### src/rtl/ele_run_ctrl.sv
// Purpose: elevator car-motion sequencer. Drives the one-hot position, door and travel timing
//          from the request processor's run mode and pending-request vector.
// Latency: every output is registered and responds 1 cycle after its qualifying input is sampled.
// Backpressure: none. Inputs are sampled every cycle; mid-travel changes wait for the floor boundary.
module ele_run_ctrl #(
  parameter int FLOOR_TICKS = 64,
  parameter int DOOR_TICKS  = 96
) (
  input  logic       clk,
  input  logic       rst,
  input  logic [1:0] ud_mode,
  input  logic [3:0] all_req,
  input  logic       open_btn,
  input  logic       close_btn,
  output logic [3:0] position,
  output logic       door_open,
  output logic       moving,
  output logic       dir_up,
  output logic       arrive
);

  localparam int MAX_TICKS = (FLOOR_TICKS > DOOR_TICKS) ? FLOOR_TICKS : DOOR_TICKS;
  localparam int CW        = $clog2(MAX_TICKS + 1);
  localparam logic [CW-1:0] FLOOR_LAST = CW'(FLOOR_TICKS - 1);
  localparam logic [CW-1:0] DOOR_LAST  = CW'(DOOR_TICKS - 1);

  typedef enum logic [1:0] {
    IDLE = 2'd0,
    MOVE = 2'd1,
    DOOR = 2'd2
  } state_e;

  state_e        state_q, state_d;
  logic [CW-1:0] cnt_q, cnt_d;
  logic [3:0]    pos_q, pos_d;
  logic          dir_up_q, dir_up_d;
  logic          arrive_q, arrive_d;
  logic          door_open_q, door_open_d;
  logic          moving_q, moving_d;

  logic          here;
  logic [3:0]    nxt;
  logic          travel_ok;
  logic          nxt_end;

  // Floor-relative helpers: request at this floor, the floor being approached, and whether
  // the run mode still asks to keep going the way we are already travelling.
  always_comb begin
    here      = |(all_req & pos_q);
    nxt       = dir_up_q ? {pos_q[2:0], 1'b0} : {1'b0, pos_q[3:1]};
    travel_ok = dir_up_q ? (ud_mode == 2'b01) : (ud_mode == 2'b10);
    nxt_end   = dir_up_q ? nxt[3] : nxt[0];
  end

  // Next-state logic: door requests beat travel in IDLE; travel always finishes the current floor.
  always_comb begin
    state_d  = state_q;
    cnt_d    = cnt_q;
    pos_d    = pos_q;
    dir_up_d = dir_up_q;
    arrive_d = 1'b0;
    case (state_q)
      IDLE: begin
        cnt_d = '0;
        if (here || open_btn) begin
          state_d = DOOR;
        end else if (ud_mode == 2'b01 && !pos_q[3]) begin
          state_d  = MOVE;
          dir_up_d = 1'b1;
        end else if (ud_mode == 2'b10 && !pos_q[0]) begin
          state_d  = MOVE;
          dir_up_d = 1'b0;
        end
      end
      MOVE: begin
        if (cnt_q == FLOOR_LAST) begin
          pos_d    = nxt;
          arrive_d = 1'b1;
          cnt_d    = '0;
          // Stop test uses the request vector as seen on the arrival edge itself.
          if (|(all_req & nxt)) begin
            state_d = DOOR;
          end else if (travel_ok && !nxt_end) begin
            state_d = MOVE;
          end else begin
            state_d = IDLE;
          end
        end else begin
          cnt_d = cnt_q + 1'b1;
        end
      end
      DOOR: begin
        if (open_btn || here) begin
          cnt_d = '0;
        end else if (close_btn && cnt_q != '0) begin
          state_d = IDLE;
          cnt_d   = '0;
        end else if (cnt_q == DOOR_LAST) begin
          state_d = IDLE;
          cnt_d   = '0;
        end else begin
          cnt_d = cnt_q + 1'b1;
        end
      end
      default: begin
        state_d = IDLE;
        cnt_d   = '0;
      end
    endcase
    door_open_d = (state_d == DOOR);
    moving_d    = (state_d == MOVE);
  end

  // State and output registers; reset parks the car at F1 with the door shut.
  always_ff @(posedge clk or posedge rst) begin
    if (rst) begin
      state_q     <= IDLE;
      cnt_q       <= '0;
      pos_q       <= 4'b0001;
      dir_up_q    <= 1'b0;
      arrive_q    <= 1'b0;
      door_open_q <= 1'b0;
      moving_q    <= 1'b0;
    end else begin
      state_q     <= state_d;
      cnt_q       <= cnt_d;
      pos_q       <= pos_d;
      dir_up_q    <= dir_up_d;
      arrive_q    <= arrive_d;
      door_open_q <= door_open_d;
      moving_q    <= moving_d;
    end
  end

  assign position  = pos_q;
  assign door_open = door_open_q;
  assign moving    = moving_q;
  assign dir_up    = dir_up_q;
  assign arrive    = arrive_q;

endmodule

### config.mk
export PLATFORM = sky130hd
export DESIGN_NAME = ele_run_ctrl
export DESIGN_NICKNAME = d
export VERILOG_FILES = /design/src/rtl/ele_run_ctrl.sv
export SDC_FILE = /design/constraint.sdc
export NUM_CORES = 1
export LEC_CHECK = 0
export BUFFER_PORTS_ARGS = -buffer_cell sky130_fd_sc_hd__buf_2
export CAP_MARGIN = 10
export CORE_ASPECT_RATIO = 1.1
export CORE_UTILIZATION = 54
export DETAILED_ROUTE_END_ITERATION = 16
export PLACE_DENSITY = 0.77
export SYNTH_ARGS = -nofsm -noshare
export SYNTH_HDL_FRONTEND = slang
export SYNTH_SLANG_ARGS = --single-unit
### constraint.sdc
create_clock -name clk -period 2.51 [get_ports clk]
set_input_delay 0.502 -clock clk [delete_from_list [all_inputs] [get_ports clk]]
set_output_delay 0.502 -clock clk [all_outputs]
set_load 0.005 [all_outputs]
== Word-level counts from Yosys, hierarchy flattened ==
Index checks and enable logic that the tools add are counted.
Word-level totals
  input bits: 10
  output and inout bits: 8
  logic and storage cells: 56
  bits in registers: 17
Cells by class
  multiplexer cells: 22
  bitwise operators: 3
  equality and inequality tests: 8
  reduce and logical (&&, ||, !) cells: 15
  add/sub/neg operators: 1
Operators with widths (count)
  7-bit 2-to-1 mux: 4
  2-bit 2-to-1 mux: 8
  7-bit case mux with 2 select lines: 1
  4-bit AND: 2
  4-bit OR reduction: 2
  7-bit by 1-bit adder with 7-bit output, second input constant: 1
  7-bit by 6-bit equality test with 1-bit output, second input constant: 1
  7-bit equality test, second input constant: 1
  1-bit 2-to-1 mux: 7
  7-bit nonzero test: 1
  2-bit by 1-bit equality test with 1-bit output, second input constant: 3
  2-bit equality test, second input constant: 3
  2-bit case mux with 3 select lines: 1
  1-bit logical AND: 4
  4-bit 2-to-1 mux: 1
  1-bit zero test: 3
  3-bit AND reduction: 1
  2-bit zero test: 1
  2-bit AND reduction: 1
  2-bit nonzero test: 1
  1-bit logical OR: 1
  1-bit NOT: 1

== Longest topological paths before layout ==
Gate-level depths: netlist of the first run.
  word-level depth: 9
  mapped depth: 8
  mapped depth without buffers: 8

== Worst setup path before layout of the first run ==
OpenSTA, ideal clock, no wires.
  kind: input to register
  start point: input all_req[0]
  end point: register door_open_q, in the netlist door_open
  arrival: 1.927 ns
  library setup time: 0.121 ns
  stages on the path: 5
  data required time: 2.389 ns
  path slack: 0.462 ns
  path buffers: 0
  cell sequence: a222oi_1 a21boi_1 o21a_1 or4_4 and4b_1
Between the ends
  cells in the longest elaborated chain, start to end: 6
  elaborated cells between the ends (all ways): 11
  those cells by class: eq/ne: 1; mux: 5; bitwise: 2; reduce/logical: 3
RTL lines
  start, declared: line 12  | input logic [3:0] all_req,
  4-bit AND (on tied branches): line 81, 49
  4-bit OR reduction (on tied branches): line 81, 49
  2-bit 2-to-1 mux or 1-bit logical OR (tied branches): line 81, 65, 93
  2-bit 2-to-1 mux (on tied branches): line 76, 65, 93
  2-bit case mux with 3 select lines *: line 62  | case (state_q)
  2-bit equality test *: line 110  | door_open_d = (state_d == DOOR);
  via door_open_d: line 38  | logic door_open_q, door_open_d;
  end signal, assigned: line 130  | door_open_q <= door_open_d;
  end, declared: line 38
Mark *: on every way through the listed nets, which the timed path passes. The rest lies on a longest branch.
A chain may end at the register's enable or synchronous reset.

== Final worst setup path of the first run ==
  start point: register state_q[0]
  end point: register cnt_q[1]
Between the ends
  cells in the longest elaborated chain, start to end: 2
  elaborated cells between the ends (all ways): 3
  those cells by class: eq/ne: 2; mux: 1
RTL lines
  start, declared: line 33  | state_e state_q, state_d;
  start signal, assigned: line 125  | state_q <= state_d;
  2-bit equality test or 2-bit by 1-bit equality test with 1-bit output (tied branches): line 62
  7-bit case mux with 2 select lines *: line 62
  via cnt_d[1]: line 34  | logic [CW-1:0] cnt_q, cnt_d;
  end signal, assigned: line 126  | cnt_q <= cnt_d;
  end, declared: line 34
Marked as above.

==> flow_summary.json, run 1 <==
{
  "multi_input_comb_area_um2": 566,
  "dp.cells": 144,
  "diodes": 0,
  "fillers": 157,
  "tightestPinTransition_ps": 639,
  "syn_avg_cell_area_um2": 9.64,
  "grt_antenna_before_repair": 0,
  "report.power.total_mw": 0.963,
  "synth_flop_cell": "dfrtp_1",
  "worst_ir_drop_vdd_uv": 486,
  "synthArstFlopShare": 1.00,
  "dr_total_vias": 856,
  "total_number_of_placement_rows": 16,
  "cts_made_buffers": 3,
  "track_usage": 0.212,
  "synthesized_cell_area_um2": 1040,
  "finalClockSkew_ps": 5.20,
  "cts_hold_buf": 0,
  "drt_first_pass_iters": 11,
  "max_cap_violations": 0,
  "clk_root_buffer_cell": "clkbuf_4",
  "setup_repair_after_global_routing_missed_its_margin": "no",
  "synth_area_leader_cell": "dfrtp_1",
  "cts_htree_levels": 1,
  "ys_warn_count": 0,
  "synth.ff_latch_count": 17,
  "io-pin-count": 18,
  "post_synth_num_cell_types": 42,
  "hold_viol_final": 0,
  "setup_total_negative_slack_ps": 0,
  "floorplan.die.width_um": 43.9,
  "r2r_start": "state_q[0]",
  "clk_pin_slew_ps": 100,
  "fmax_mhz": 459,
  "syn-instance-count": 108,
  "start_util": 0.578,
  "fin_crit_sh": 0.869,
  "post_cts.repair.setup_buffers": 0,
  "gp_routability_congestion": 0.889,
  "drt-wirelength-per-cell_um": 14.0,
  "global_route.overflow_total": 0,
  "post-synth-top-area-fraction": 0.385,
  "finalSetupViolations": 0,
  "synth_most_common_cell": "dfrtp_1",
  "fin_cells": 148,
  "fp.dieH_um": 48.1,
  "r2r_end": "cnt_q[1]",
  "worstRegToRegCells": 7,
  "drt-total-wl_um": 2070,
  "cp.arrival_ps": 2360,
  "required_ps": 2690,
  "max-clock-path-buffers": 2,
  "dieArea_um2": 2110,
  "cts_sinks": 17,
  "crit_type": "register to register",
  "seq_area_um2": 427,
  "port_buffers": 17,
  "source_to_sink_clock_delay_at_the_later_pin_of_the_worst_skew_pair_ps": 280,
  "drv_slew": 0,
  "route.detailed.vias_per_inst": 5.78,
  "setup.worst_path.start_class": "register",
  "synth.net_count": 124,
  "num-nets-final": 147,
  "worstSetupEndpointType": "register",
  "grt_first_pass_wirelength_um": 3310,
  "crit_fanout": 6,
  "timing.final.crit_period_ps": 2180,
  "area_growth_pct": 13.6,
  "pwr_density_cell_nw_per_um2": 815,
  "outcome": "finished, violations left",
  "post-route-drc-count": 2,
  "post_synth_main_area_contributors": "dfrtp_1 (38%), ha_1 (7.2%), nor3b_1 (5.8%)",
  "seq_area_frac_synth": 0.410,
  "fin_hold_ws_ps": 289,
  "design.core.area_um2": 1800,
  "cts.repair.resized": 0,
  "violations": "DRC",
  "synth-edff-count": 0,
  "tritoncts": "yes",
  "hpwl_after_detailed_placement_um": 1600,
  "reg2reg_slack_ps": 330,
  "cellLeakagePower_nw": 0.562,
  "worstHoldPathType": "input port to asynchronous set/reset pin",
  "drive_above_1_share": 0.231,
  "drt_first_iter_violations": 31,
  "synth.top_cells.by_count": "dfrtp_1 (16), nand2_1 (10), inv_1 (9)",
  "grt_max_degree": 18,
  "grt_pass1_vias": 800,
  "slew_hr": 0.573,
  "final_antenna_net_count": 0
}
==> critical path: stages (launching register included) <==
cell and delay (ps):
dfrtp_1 410, inv_1 80, ha_1 240, nor2b_1 140
a41oi_1 380, o21ai_0 150, a21oi_1 440, and3b_1 240
==> layer usage <==
| metal | global-route usage | wire length, um | up-vias |
|---|---|---|---|
| li1 | - | - | 435 |
| met1 | 0.238 | 910 | 399 |
| met2 | 0.427 | 1070 | 20 |
| met3 | 0.0340 | 71 | 2 |
| met4 | 0.0485 | 13 | 0 |
| met5 | 0 | 0 | - |
==> power by group <==
| group | switching [mW] | internal [mW] | leakage [nW] |
|---|---|---|---|
| logic | 0.239 | 0.221 | 0.321 |
| registers | 0.0389 | 0.324 | 0.227 |
| clock network | 0.0790 | 0.0615 | 0.0150 |
| total | 0.357 | 0.606 | 0.562 |
==> cells by family (layout without fill, tap and decap cells) <==
kind of cell	count (synthesis)	after routing	synth area share
AOI/OAI and AO/OA	27	27	0.189
xor gates and xnor gates	3	3	0.0252
adders and majority gates	6	6	0.0721
buffers and inverters	11	33	0.0469
DFF	17	17	0.410
muxes	2	2	0.0204
and+or+nand+nor	42	42	0.237
==> worst max-delay path by stage <==
| stage | startpoint | end | cells after the start |
|---|---|---|---|
| global placement | all_req[0] | door_open | 6 |
| floorplan | all_req[0] | door_open | 5 |
| global route | cnt_q[1] | door_open | 7 |
| CTS | state_q[0] | cnt_q[1] | 7 |
| finish | state_q[0] | cnt_q[1] | 7 |
| detailed placement | all_req[0] | door_open | 6 |
==> flip-flops by register name (all words and copies together), names as in the netlist <==
register and flops:
cnt_q 7, dir_up 1, moving 1, position 4, door_open 1, state_q 2, arrive 1
==> stage by stage <==
step / cell area, um^2 / setup slack, ps / util
2_1_floorplan: 1040 / 462 / -
4_1_cts: 1180 / 359 / 0.656
3_3_place_gp: 1160 / 364 / 0.642
6_report: 1180 / 330 / 0.656
3_5_place_dp: 1160 / 351 / 0.642
5_1_grt: 1180 / 159 / 0.656
==> cell usage in the layout (no fill, tap or decap), types with 2 or more instances in the layout <==
cell type | netlist | routed
a21oi_1 | 8 | 8
buf_2 | 0 | 17
buf_4 | 0 | 3
clkbuf_4 | 0 | 3
dfrtp_1 | 16 | 16
ha_1 | 6 | 6
inv_1 | 9 | 9
nand2_1 | 10 | 10
nand3_1 | 2 | 2
nor2_1 | 7 | 7
nor2b_1 | 2 | 2
nor3_1 | 3 | 3
nor3b_1 | 8 | 8
o21a_1 | 3 | 3
o21ai_0 | 2 | 2
o31ai_1 | 2 | 2
xnor2_1 | 2 | 2
==> area by class of cell <==
type | instances | area share
Inverter | 9 | 0.0286
Timing Repair Buffer | 20 | 0.0910
Clock buffer | 4 | 0.0222
Tap cell | 18 | 0.0190
Sequential cell | 17 | 0.361
Multi-Input combinational cell | 80 | 0.478
(Power assumes the default switching activity.)
==> run 2, diff against run 1 <==
==> config.mk (replaced) <==
export PLATFORM = sky130hd
export DESIGN_NAME = ele_run_ctrl
export DESIGN_NICKNAME = d
export VERILOG_FILES = /design/src/rtl/ele_run_ctrl.sv
export SDC_FILE = /design/constraint.sdc
export NUM_CORES = 1
export LEC_CHECK = 0
export CAP_MARGIN = 10
export CORE_ASPECT_RATIO = 1.1
export CORE_UTILIZATION = 57
export DETAILED_ROUTE_END_ITERATION = 16
export DONT_BUFFER_PORTS = 1
export PLACE_DENSITY = 0.72
export SYNTH_ARGS = -nofsm -noshare
export SYNTH_HDL_FRONTEND = slang
export SYNTH_SLANG_ARGS = --single-unit
==> run 2 against run 1 <==
The run now ends clean; sequential power is 1% higher; die area is 5.0% lower; highest routed layer unchanged; clock power hardly changed; total power is 1.6% lower; critical endpoint is now door_open.
==> flow_summary.json, run 2 (synthesis results as in run 1) <==
{
  "outcome": "completed",
  "grt_max_degree": 18,
  "route.detailed.vias_per_inst": 6.40,
  "cts.repair.resized": 0,
  "cts_made_buffers": 3,
  "pwr-share-seq": 0.387,
  "total_number_of_placement_rows": 15,
  "io-pin-count": 18,
  "final_antenna_net_count": 0,
  "dieArea_um2": 2000,
  "fin_hold_ws_ps": 176,
  "crit_fanout": 9,
  "grt_first_pass_wirelength_um": 3370,
  "dr_total_vias": 825,
  "global_route.overflow_total": 0,
  "setup_repair_after_global_routing_missed_its_margin": "no",
  "cts_sinks": 17,
  "cts_hold_buf": 0,
  "drt_first_iter_violations": 19,
  "drive_above_1_share": 0.107,
  "port_buffers": 0,
  "layout_commonest_cell": "dfrtp_1",
  "num-nets-final": 129,
  "layout_common_cells": "dfrtp_1 (16), nand2_1 (10), inv_1 (9)",
  "area_growth_pct": 4.57,
  "design.core.area_um2": 1630,
  "worstSetupEndpointType": "register",
  "track_usage": 0.223,
  "drv_slew": 0,
  "finalSetupViolations": 0,
  "worst_ir_drop_vdd_uv": 470,
  "post_cts.repair.setup_buffers": 0,
  "hpwl_after_detailed_placement_um": 1550,
  "power.clock.fraction": 0.149,
  "cellLeakagePower_nw": 0.481,
  "crit_type": "register to register",
  "cp.arrival_ps": 2390,
  "largest_register_ff_count": 7,
  "grt_antenna_before_repair": 0,
  "cts_htree_levels": 1,
  "setup_total_negative_slack_ps": 0,
  "dp.cells": 125,
  "gp_routability_congestion": 0.847,
  "fin_cells": 129,
  "drt-total-wl_um": 2020,
  "setup.worst_path.start_class": "register",
  "fin_area_um2": 1090,
  "clk_root_buffer_cell": "clkbuf_4",
  "fin_util": 0.667,
  "start_util": 0.638,
  "slew_hr": 0.586,
  "drt-wirelength-per-cell_um": 15.7,
  "drt_first_pass_iters": 4,
  "share_comb_of_total_power": 0.465,
  "finalClockSkew_ps": 6.68,
  "tritoncts": "yes",
  "total_switching_power_mw": 0.358,
  "post-route-drc-count": 0,
  "worstRegToRegCells": 5,
  "detailed_place.area_um2": 1060,
  "fmax_mhz": 453,
  "pwr_density_cell_nw_per_um2": 871,
  "max_cap_violations": 0,
  "grt_pass1_vias": 781,
  "max_flop_register": "cnt_q",
  "timing.final.crit_period_ps": 2210,
  "hold_viol_final": 0,
  "internal-power_mw": 0.590,
  "report.power.total_mw": 0.948,
  "tightestPinTransition_ps": 621,
  "floorplan.die.width_um": 42.7,
  "required_ps": 2690,
  "diodes": 0,
  "clk_pin_slew_ps": 100,
  "fp.dieH_um": 46.8,
  "source_to_sink_clock_delay_at_the_later_pin_of_the_worst_skew_pair_ps": 280,
  "switching_share": 0.377,
  "worstHoldPathType": "input port to asynchronous set/reset pin",
  "preCtsSetupSlack_ps": 249,
  "max-clock-path-buffers": 2,
  "setup_slack_ps": 302,
  "fin_crit_sh": 0.880
}
## run 2: cell count changes in the layout (fill, tap and decap cells not counted), sizes merged
cell  previous run  this run
buf             20         2
## run 2: path summary, 6_finish.rpt
kind / from / endpoint / slack, ps
max: position[2] / door_open / 300
max in group asynchronous: rst / cnt_q[0] / 1930
min: rst / cnt_q[3] / 180
min reg2reg: cnt_q[0] / cnt_q[0] / 510
min in group clk: ud_mode[1] / dir_up / 500
max reg2reg: position[2] / door_open / 300
## run 2: layer usage
metal	track usage	part of all wire	vias up
li1	-	-	401
met1	0.274	0.44	403
met2	0.418	0.51	19
met3	0.0308	0.046	2
met4	0.0563	0.0040	0
met5	0	0	-
## run 2: power groups by stage
stage / Clock [mW] / Sequential, mW / Combinational, mW
6_report: 0.141 / 0.367 / 0.440
5_1_grt: 0.153 / 0.373 / 0.497
4_1_cts: 0.142 / 0.366 / 0.440
3_5_place_dp: 0 / 0.372 / 0.437
3_3_place_gp: 0 / 0.370 / 0.424
2_1_floorplan: 0 / 0.365 / 0.343
## run 2: critical path: stages (launching register included)
cell,delay [ps]
dfrtp_1,490
a222oi_1,550
a21boi_1,180
o21a_1,220
or4_4,490
and4b_1,190
## run 2: cell type report
type	instances	area, um^2
timing repair buffer	2	15.0
sequential	17	427
inverter	9	33.8
tap	17	21.3
clock buffer	4	26.3
fill	143	544
multi-input combinational	80	566
